===== config.mk =====
export PLATFORM = sky130hd
export DESIGN_NAME = seg_decoder
export DESIGN_NICKNAME = d
export VERILOG_FILES = /design/src/rtl/seg_decoder.sv
export SDC_FILE = /design/constraint.sdc
export NUM_CORES = 1
export LEC_CHECK = 0
export BUFFER_PORTS_ARGS = -buffer_cell sky130_fd_sc_hd__buf_2
export CAP_MARGIN = 20
export CORE_UTILIZATION = 48
export DETAILED_ROUTE_END_ITERATION = 12
export HOLD_SLACK_MARGIN = 0.05
export PLACE_DENSITY = 0.69
export SYNTH_ARGS = -nofsm -noshare
export SYNTH_HDL_FRONTEND = slang
export SYNTH_SLANG_ARGS = --single-unit

===== constraint.sdc =====
create_clock -name clk -period 2.31 [get_ports clk]
set_input_delay 0.1155 -clock clk [delete_from_list [all_inputs] [get_ports clk]]
set_output_delay 0.1155 -clock clk [all_outputs]
set_load 0.005 [all_outputs]

===== src/rtl/seg_decoder.sv =====
// Recovers the displayed 8-bit value from two 9-segment digit buses with
// a stability window against glitches and flags illegal segment patterns.
module seg_decoder #(
    parameter int unsigned STABLE_CYCLES = 12000,
    parameter int unsigned CNT_W         = 8
) (
    input  logic             clk,
    input  logic             rst_n,
    input  logic [8:0]       seg1,
    input  logic [8:0]       seg2,
    output logic [7:0]       value,
    output logic [1:0]       dp,
    output logic             valid,
    output logic             err,
    output logic             change,
    output logic [CNT_W-1:0] err_cnt
);

    localparam int unsigned    TW       = (STABLE_CYCLES > 1) ? $clog2(STABLE_CYCLES) : 1;
    localparam logic [TW-1:0]  CNT_LAST = TW'(STABLE_CYCLES - 1);
    localparam logic [17:0]    BLANK    = {9'h100, 9'h100};

    logic [17:0]      sync1_q, sync2_q;
    logic [17:0]      cand_q, commit_q;
    logic [TW-1:0]    cnt_q;

    logic [7:0]       value_q, value_d;
    logic [1:0]       dp_q, dp_d;
    logic             valid_q, valid_d;
    logic             err_q, err_d;
    logic             change_q;
    logic [CNT_W-1:0] err_cnt_q;

    // Returns {legal, nibble}; unknown codes decode to nibble 0.
    function automatic logic [4:0] decode_code(input logic [6:0] code);
        logic [4:0] r;
        case (code)
            7'h3F:   r = 5'h10;
            7'h06:   r = 5'h11;
            7'h5B:   r = 5'h12;
            7'h4F:   r = 5'h13;
            7'h66:   r = 5'h14;
            7'h6D:   r = 5'h15;
            7'h7D:   r = 5'h16;
            7'h07:   r = 5'h17;
            7'h7F:   r = 5'h18;
            7'h6F:   r = 5'h19;
            7'h77:   r = 5'h1A;
            7'h7C:   r = 5'h1B;
            7'h39:   r = 5'h1C;
            7'h5E:   r = 5'h1D;
            7'h79:   r = 5'h1E;
            7'h71:   r = 5'h1F;
            default: r = 5'h00;
        endcase
        return r;
    endfunction

    always_ff @(posedge clk or negedge rst_n) begin
        if (!rst_n) begin
            sync1_q <= BLANK;
            sync2_q <= BLANK;
        end else begin
            sync1_q <= {seg1, seg2};
            sync2_q <= sync1_q;
        end
    end

    // A pair commits only after it has matched the candidate for the full window.
    always_ff @(posedge clk or negedge rst_n) begin
        if (!rst_n) begin
            cand_q   <= BLANK;
            cnt_q    <= '0;
            commit_q <= BLANK;
        end else if (sync2_q != cand_q) begin
            cand_q <= sync2_q;
            cnt_q  <= '0;
        end else if (cnt_q < CNT_LAST) begin
            cnt_q <= cnt_q + 1'b1;
        end else if (cand_q != commit_q) begin
            commit_q <= cand_q;
        end
    end

    // Digit gi = 1 is the high digit (seg1), gi = 0 the low digit (seg2).
    logic [3:0] nib [2];
    logic [1:0] en;
    logic [1:0] legal;

    for (genvar gi = 0; gi < 2; gi++) begin : g_digit
        logic [8:0] dig;
        logic [4:0] dec;
        assign dig       = commit_q[gi*9 +: 9];
        assign dec       = decode_code(dig[6:0]);
        assign en[gi]    = ~dig[8];
        assign legal[gi] = dec[4];
        assign nib[gi]   = en[gi] ? dec[3:0] : 4'h0;
    end

    assign value_d = {nib[1], nib[0]};
    assign dp_d    = {commit_q[16], commit_q[7]};
    assign valid_d = &en & &legal;
    assign err_d   = |(en & ~legal);

    always_ff @(posedge clk or negedge rst_n) begin
        if (!rst_n) begin
            value_q   <= '0;
            dp_q      <= '0;
            valid_q   <= 1'b0;
            err_q     <= 1'b0;
            change_q  <= 1'b0;
            err_cnt_q <= '0;
        end else begin
            value_q  <= value_d;
            dp_q     <= dp_d;
            valid_q  <= valid_d;
            err_q    <= err_d;
            change_q <= ({value_d, valid_d, err_d} != {value_q, valid_q, err_q});
            if (err_d && !err_q && (err_cnt_q != {CNT_W{1'b1}})) begin
                err_cnt_q <= err_cnt_q + 1'b1;
            end
        end
    end

    assign value   = value_q;
    assign dp      = dp_q;
    assign valid   = valid_q;
    assign err     = err_q;
    assign change  = change_q;
    assign err_cnt = err_cnt_q;

endmodule


==> out/summary.txt, run 1 <==
Layout area overhead - 25.9%
Reg area - 2690 sq um
sequential area share after synthesis - 0.567
failing checks - negative setup slack
hpwl dp - 5980 um
Yosys top cell area share - 0.522
metal2 WL - 4530 um
WL met1 - 4210 um
Total Wirelength - 9080 um
Setup TNS - -6.58 ps
synthesized cell area - 4740 sq um
CTS tree - done
count leader, synth - dfrtp_1
routed vias - 3272
most instantiated cells after synthesis - dfrtp_1, xnor2_1, clkbuf_1, nor2_1, xor2_1
Die X - 101 um
nature of the critical path startpoint - register
post-synth cell types - 56
final hold violations - 0
max cap viols - 0
Total GRT Usage - 0.189
TritonCTS Buffers - 9
Place WS - -62.8 ps
Die H - 101 um
Post-Synthesis Cells - 411
Relative slew margins - 0.640
area of the multi-input gates - 2010 sq um
H-tree depth - 3
Max IR drop VDD - 0.510 mV
Pwr Total - 3.29 mW
Main synth FF type - dfrtp_1
CP Data Arrival Time - 2570 ps
maximum fanout along the worst path - 2
vias in the first global route - 3136
1st-iter DRT viols - 138
Clk pin slew, worst setup/hold paths - 120 ps
CP Capture Type - register
WL met3 - 233 um
FILL cells - 717
drt drc - 0
status - finished, violations left
Post-Syn Nets - 434
fin area - 5970 sq um
number of flops mapped to enable cells by yosys - 0
initial antenna violation count - 0
first-pass GRT wire length - 15000 um
CTS root buffer - clkbuf_8
Max Fclk - 432 MHz
placed inst area - 5320 sq um
RSZ-0062 raised after global routing - true
ANT nets after route - 0
# diodes - 0
Final Max Tran Viols - 0
pin count of the biggest net entering global routing - 51
core area - 9420 sq um
min-delay worst type - input pin to async pin
vias per cell - 5.15
GPL Wtd Cong - 0.820
Sink Count - 107
Setup CP Type - register to register
FFs w/ async S/R, synth - 1.00
Final nets - 524
global route overflow - 0
Layout Cells excl Fill - 635
clock buffer depth - 2
Final WS setup - -6.58 ps
leakage - 2.71 nW
Yosys top cell by area - dfrtp_1
power density over the cells - 551 nW/um^2
die area - 10300 sq um
min cycle time layout - 2320 ps
top post-synthesis cells by area - dfrtp_1, xnor2_1, mux2_2, dfstp_2, xor2_1
final setup vio count - 1
clock skew - 15.0 ps
Crit path required time - 2560 ps
FF+latch count, synth - 107
clock latency on the worst-skew pair - 380 ps
Least-Margin Pin Slew - 540 ps
share of cells above drive strength 1 - 0.340
Starting Density - 0.504
I/O pin cnt - 41
PortBufs - 40
YS warnings - 0
Post-Place Cells - 586
highest metal layer with signal wires - met4
fin crit share - 1.00
number of iterations in the first detailed-routing pass - 5
FP Rows - 35
wire per inst - 14.3 um
synthesized area per cell - 11.5 sq um
==> through the flow <==
step | util | hold slack [ps]
after floorplan | - | -180
after global placement | 0.565 | 92.7
after detailed placement | 0.565 | 90.3
after CTS | 0.611 | 220
after global routing | 0.634 | 237
final | 0.634 | 216
==> layer usage <==
metal / vias to the layer above / global-route usage
met2: 61 / 0.314
met3: 11 / 0.0393
met5: - / 0
li1: 1605 / -
met1: 1595 / 0.252
met4: 0 / 0.0513
==> flip-flops by register name, summed over array words and instances (netlist names), 2 cells and up <==
signal and flops:
err_cnt 8, sync1_q 18, value 8, cand_q 18, commit_q 18, sync2_q 18
cnt_q 14, dp 2
==> layout by cell type (no fill, tap or decap), drive strengths merged, types with 12 or more instances in the layout <==
master / netlist / routed
mux2: 19 / 19
buf: 12 / 99
nand2: 17 / 17
nand4: 13 / 13
xnor2: 38 / 38
dfrtp: 99 / 99
nand3: 19 / 19
xor2: 22 / 22
dlygate4sd3: 0 / 19
nor3: 12 / 12
nor2: 27 / 27
==> report_power, final <==
group / leakage [nW] / internal [mW] / switching (mW)
Sequential: 1.34 / 1.92 / 0.0340
Combinational: 1.26 / 0.0666 / 0.0611
Clock: 0.110 / 0.458 / 0.745
Total: 2.71 / 2.45 / 0.840
==> final timing paths <==
path                                  start     endpoint  slack [ps]  depth (start not counted)
max in group asynchronous             rst_n   cand_q[17]        1390                          3
worst min register to register   sync1_q[2]   sync2_q[2]         360                          0
min in group clk                 sync1_q[2]   sync2_q[2]         360                          0
worst max register to register  commit_q[0]       change          -7                         10
worst min-delay path                  rst_n  commit_q[6]         220                          2
worst max-delay path            commit_q[0]       change          -7                         10
==> layout make-up <==
cell class | count | share of cell area
clock buffers | 9 | 0.0208
flip-flops and latches | 107 | 0.451
multi-input cells | 260 | 0.336
clock inverters | 7 | 0.0161
repair buffers | 118 | 0.146
inverters | 5 | 0.00314
well taps | 129 | 0.0270
==> repair_timing <==
item                                    4_1_cts  5_1_grt
gates resized for setup                       5       22
hold endpoints to repair                     49        0
hold buffers                                 19        0
endpoints found under the setup margin        5       36
setup buffers                                 1       13
pin swaps                                     1        4
==> logic make-up after synthesis <==
kind of cell	count (synthesis)	synth area share
buffers and inverters	44	0.0396
AOI/OAI and AO/OA	44	0.0631
adders and majority gates	3	0.00792
and+or+nand+nor	130	0.158
DFF	107	0.567
xor gates and xnor gates	60	0.111
muxes	23	0.0536
==> critical path: stages, from the launching register on <==
cell	delay [ps]
dfrtp_1	410
or3_4	400
a2111oi_4	310
a21oi_1	80
nand3_1	110
o22ai_2	80
ha_1	300
nand3_2	60
a221oi_2	190
o311a_1	190
nand4_1	60
Power figures use the tool's default switching activity.
==> run 2: changes to the inputs <==
--- a/config.mk
+++ b/config.mk
@@ -10,6 +10,7 @@
 export CORE_UTILIZATION = 48
 export DETAILED_ROUTE_END_ITERATION = 12
 export HOLD_SLACK_MARGIN = 0.05
+export MAX_ROUTING_LAYER = met4
 export PLACE_DENSITY = 0.69
 export SYNTH_ARGS = -nofsm -noshare
 export SYNTH_HDL_FRONTEND = slang
==> out/summary.txt, run 2 (synthesis gave the netlist of run 1 again) <==
status - finished, violations left
failing checks - negative setup slack
Setup CP Type - register to register
drt drc - 0
Sink Count - 107
max cap viols - 0
commonest non-fill, non-tap cell in the layout - dfrtp_1
PortBufs - 40
Die H - 101 um
# diodes - 0
Crit path required time - 2570 ps
number of iterations in the first detailed-routing pass - 4
final setup vio count - 1
core area - 9420 sq um
CP Capture Type - register
Clk pin slew, worst setup/hold paths - 120 ps
I/O pin cnt - 41
clock latency on the worst-skew pair - 380 ps
initial antenna violation count - 0
pin count of the biggest net entering global routing - 51
FP Rows - 35
routed vias - 3197
Final WS setup - -37.9 ps
Starting Density - 0.504
nature of the critical path startpoint - register
TritonCTS Buffers - 9
CP Data Arrival Time - 2610 ps
RSZ-0062 raised after global routing - true
Hold Slack - 209 ps
leakage - 2.61 nW
global route overflow - 0
CTS tree - done
1st-iter DRT viols - 121
min-delay worst type - input pin to async pin
clock buffer depth - 2
Final nets - 510
Total Wirelength - 8820 um
maximum fanout along the worst path - 4
Max IR drop VDD - 0.438 mV
Relative slew margins - 0.675
die area - 10300 sq um
fin crit share - 1.02
hpwl dp - 6050 um
vias in the first global route - 3151
Place WS - -31.6 ps
Die X - 101 um
final hold violations - 0
H-tree depth - 3
Least-Margin Pin Slew - 488 ps
Setup TNS - -37.9 ps
GPL Wtd Cong - 0.836
Final Max Tran Viols - 0
min cycle time layout - 2350 ps
share of cells above drive strength 1 - 0.299
wire per inst - 14.2 um
Layout area overhead - 21.4%
Max Fclk - 426 MHz
first-pass GRT wire length - 15000 um
CTS root buffer - clkbuf_8
power density over the cells - 561 nW/um^2
vias per cell - 5.15
most frequent cells in the layout - dfrtp_1, buf_4, buf_2
Total GRT Usage - 0.198
ANT nets after route - 0
clock skew - 16.3 ps
-- run 2: final timing paths --
path	from	end	slack (ps)	cells past startpoint
max	commit_q[9]	change	-40	10
min in group clk	sync1_q[10]	sync2_q[10]	360	0
max in group asynchronous	rst_n	sync1_q[8]	1360	3
max reg2reg	commit_q[9]	change	-40	10
min	rst_n	value[4]	210	2
min reg2reg	sync1_q[10]	sync2_q[10]	360	0
-- run 2: where the power goes --
part	internal [mW]	switching, mW
clock	0.433	0.709
sequential	1.92	0.0341
combinational	0.0665	0.0614
-- run 2: area by class of cell --
class	count	area [sq um]
clock buffers	9	124
clock inverters	7	77.6
inverters	5	18.8
repair buffers	104	756
fillers	748	3660
multi-input cells	260	1930
well taps	129	161
flip-flops and latches	107	2690
-- run 2: routing by layer --
metal	routed length, um	vias up	global-route usage
met5	0	-	-
met4	140	0	0.0702
met3	302	12	0.0359
met2	4250	82	0.311
met1	4130	1529	0.258
li1	-	1574	-
-- run 2: critical path, stage by stage, from the launching register on --
cell and delay, ps:
dfrtp_1 420, or4bb_1 480, a21o_1 180, o211ai_1 90
a31o_2 160, o22ai_2 80, ha_1 290, nand3_1 70
a221oi_2 190, o311a_1 200, nand4_1 70
-- run 2: timing repair --
item,in CTS,in global routing
endpoints found under the setup margin,5,32
hold buffers,19,0
endpoints found under the hold margin,49,0
pin swaps,2,4
buffers inserted,0,1
resized for setup,3,7
-- run 2: through the flow --
| stage | cell area (sq um) | power [mW] | utilization | instances |
|---|---|---|---|---|
| after CTS | 5710 | 3.28 | 0.606 | 620 |
| after detailed placement | 5310 | 2.10 | 0.564 | 585 |
| final | 5760 | 3.23 | 0.611 | 621 |
| after floorplan | 4770 | 2.04 | - | 411 |
| after global placement | 5310 | 2.10 | 0.564 | 585 |
| after global routing | 5760 | 3.39 | 0.611 | 621 |
==> run 3: changes to the inputs <==
--- a/config.mk
+++ b/config.mk
@@ -5,9 +5,11 @@
 export SDC_FILE = /design/constraint.sdc
 export NUM_CORES = 1
 export LEC_CHECK = 0
+export ABC_AREA = 1
 export BUFFER_PORTS_ARGS = -buffer_cell sky130_fd_sc_hd__buf_2
 export CAP_MARGIN = 20
 export CORE_UTILIZATION = 48
+export CTS_CLUSTER_DIAMETER = 120
 export DETAILED_ROUTE_END_ITERATION = 12
 export HOLD_SLACK_MARGIN = 0.05
 export MAX_ROUTING_LAYER = met4
==> out/summary.txt, run 3 <==
# diodes - 0
pin count of the biggest net entering global routing - 50
number of iterations in the first detailed-routing pass - 6
number of flops mapped to enable cells by yosys - 0
Sink Count - 107
PortBufs - 40
H-tree depth - 3
commonest non-fill, non-tap cell in the layout - nand2_1
leakage - 2.93 nW
clock buffer depth - 2
min-delay worst type - input pin to async pin
max cap viols - 0
Max Fclk - 456 MHz
Sw Ratio - 0.252
routed vias - 3829
most frequent cells in the layout - nand2_1, dfrtp_1, nor2_1
Post-Syn Nets - 590
Critical R2R Capture - err_cnt[7]
clock latency on the worst-skew pair - 390 ps
Setup CP Type - register to register
simple-gate portion of the synthesized area - 0.294
Yosys top cell area share - 0.501
reg2reg path depth - 14
clock network power share - 0.360
Main synth FF type - dfrtp_1
Clk pin slew, worst setup/hold paths - 120 ps
maximum fanout along the worst path - 5
min cycle time layout - 2190 ps
post-synthesis adder-cell area fraction - 0.00759
Die H - 104 um
die area - 10700 sq um
final hold violations - 0
Pwr Total - 3.29 mW
register share of total power - 0.596
Final Max Tran Viols - 0
drt drc - 0
status - complete, no violations
most instantiated cells after synthesis - nand2_1, dfrtp_1, nor2_1, inv_1, nand3_1
Starting Density - 0.502
Total GRT Usage - 0.197
FF+latch count, synth - 107
Least-Margin Pin Slew - 551 ps
hpwl dp - 6790 um
nature of the critical path startpoint - register
1st-iter DRT viols - 206
final setup vio count - 0
Comb power frac - 0.044
Total Wirelength - 9700 um
top post-synthesis cells by area - dfrtp_1, nand2_1, nand3_1, nor2_1, dfstp_2
r2r startpoint - commit_q[5]
Post-Synthesis Cells - 567
Post-Place Cells - 724
Final WS setup - 117 ps
FP Rows - 36
synthesized area per cell - 8.73 sq um
post-synth cell types - 39
wire per inst - 12.5 um
GPL Wtd Cong - 0.853
Final nets - 660
Crit path required time - 2620 ps
fin crit share - 0.949
main combinational cell family by area after synthesis - simple AND/OR/NAND/NOR gates
Relative slew margins - 0.632
FFs w/ async S/R, synth - 1.00
ANT nets after route - 0
FILL cells - 836
sequential area share after synthesis - 0.543
share of cells above drive strength 1 - 0.238
TritonCTS Buffers - 9
xor-xnor portion of the synthesized cell area - 0.0566
synthesized cell area - 4950 sq um
Layout Cells excl Fill - 775
Max IR drop VDD - 0.463 mV
CTS tree - done
Place WS - -72.9 ps
Synth Area in Compound Gates - 0.0298
Yosys top cell by area - dfrtp_1
core area - 9860 sq um
Layout area overhead - 19.3%
area of the multi-input gates - 2010 sq um
initial antenna violation count - 0
fin util - 0.598
power density over the cells - 557 nW/um^2
I/O pin cnt - 41
vias in the first global route - 3603
YS warnings - 0
CTS root buffer - clkbuf_8
first-pass GRT wire length - 16400 um
global route overflow - 0
CP Data Arrival Time - 2500 ps
vias per cell - 4.94
clock skew - 12.9 ps
Die X - 104 um
reg-to-reg slack, setup - 120 ps
Int Power - 2.46 mW
Reg area - 2700 sq um
Psw - 0.828 mW
CP Capture Type - register
fraction of synthesized area in multiplexers - 0.00228
count leader, synth - nand2_1
[run 3: cell types whose count changed after synthesis, moves of 6 or more]
cell,previous run,this run
nand2_1,17,148
inv_1,5,53
nor2_1,27,66
nand3_1,18,50
mux2_2,19,1
xnor2_1,38,23
xor2_1,22,9
nand2_2,0,10
nor4_1,10,0
clkbuf_1,27,18
inv_2,0,6
nand2b_1,6,0
[run 3: power groups by stage]
stage / Sequential [mW] / Combinational [mW] / Clock, mW
4_1_cts: 1.96 / 0.148 / 1.24
3_5_place_dp: 2.00 / 0.123 / 0
5_1_grt: 1.97 / 0.161 / 1.30
2_1_floorplan: 1.99 / 0.0617 / 0
3_3_place_gp: 1.99 / 0.120 / 0
6_report: 1.96 / 0.144 / 1.18
[run 3: worst max path at each step]
stage,slack [ps],endpoint,startpoint
floorplan,200,err_cnt[7],commit_q[11]
global placement,20,err_cnt[7],commit_q[11]
detailed placement,-70,err_cnt[7],commit_q[11]
CTS,-30,err_cnt[7],commit_q[11]
global route,-90,err_cnt[7],commit_q[9]
finish,120,err_cnt[7],commit_q[5]
[run 3: cell type report]
class                   instances  share of cell area
inverters                      60              0.0382
flip-flops and latches        107               0.458
clock inverters                 6              0.0119
well taps                     133              0.0282
clock buffers                  10              0.0233
repair buffers                 83              0.0992
multi-input cells             376               0.341
[run 3: worst max-delay path, cell delays in order (launching register included)]
cell     delay [ps]
dfrtp_2         420
inv_1            80
nand2_1         100
nor2_1           60
nand2_1          90
nand2_1          90
nor2_2          110
nand4_1         180
o22ai_4         230
ha_4            180
nand2_4          60
nor2_4          120
nand3_2         100
nor2_2          130
xor2_1          160
[run 3: per-layer routing]
layer,track usage,routed length (um)
met4,0.0890,255
met1,0.247,4420
met3,0.0334,344
met5,-,0
met2,0.314,4680
[run 3: cell families after synthesis]
family / Yosys count
buf+inv: 84
flops: 107
compound gates: 27
xor+xnor: 32
mux: 1
simple gates: 313
fa+ha+maj: 3
[run 3: repair_timing]
item / in CTS / in global routing
setup buffers: 0 / 16
hold buffers: 19 / 0
pin swaps: 0 / 11
setup endpoints to repair: 4 / 8
endpoints found under the hold margin: 55 / 0
resized for setup: 2 / 35
cloned: 0 / 0
[run 3: through the flow]
stage / setup TNS (ps) / instance area, sq um / hold slack (ps)
global route: -118 / 5900 / 294
finish: 0 / 5900 / 247
global placement: 0 / 5280 / 140
detailed placement: -126 / 5280 / 146
CTS: -26.8 / 5690 / 250
floorplan: 0 / 4950 / -180
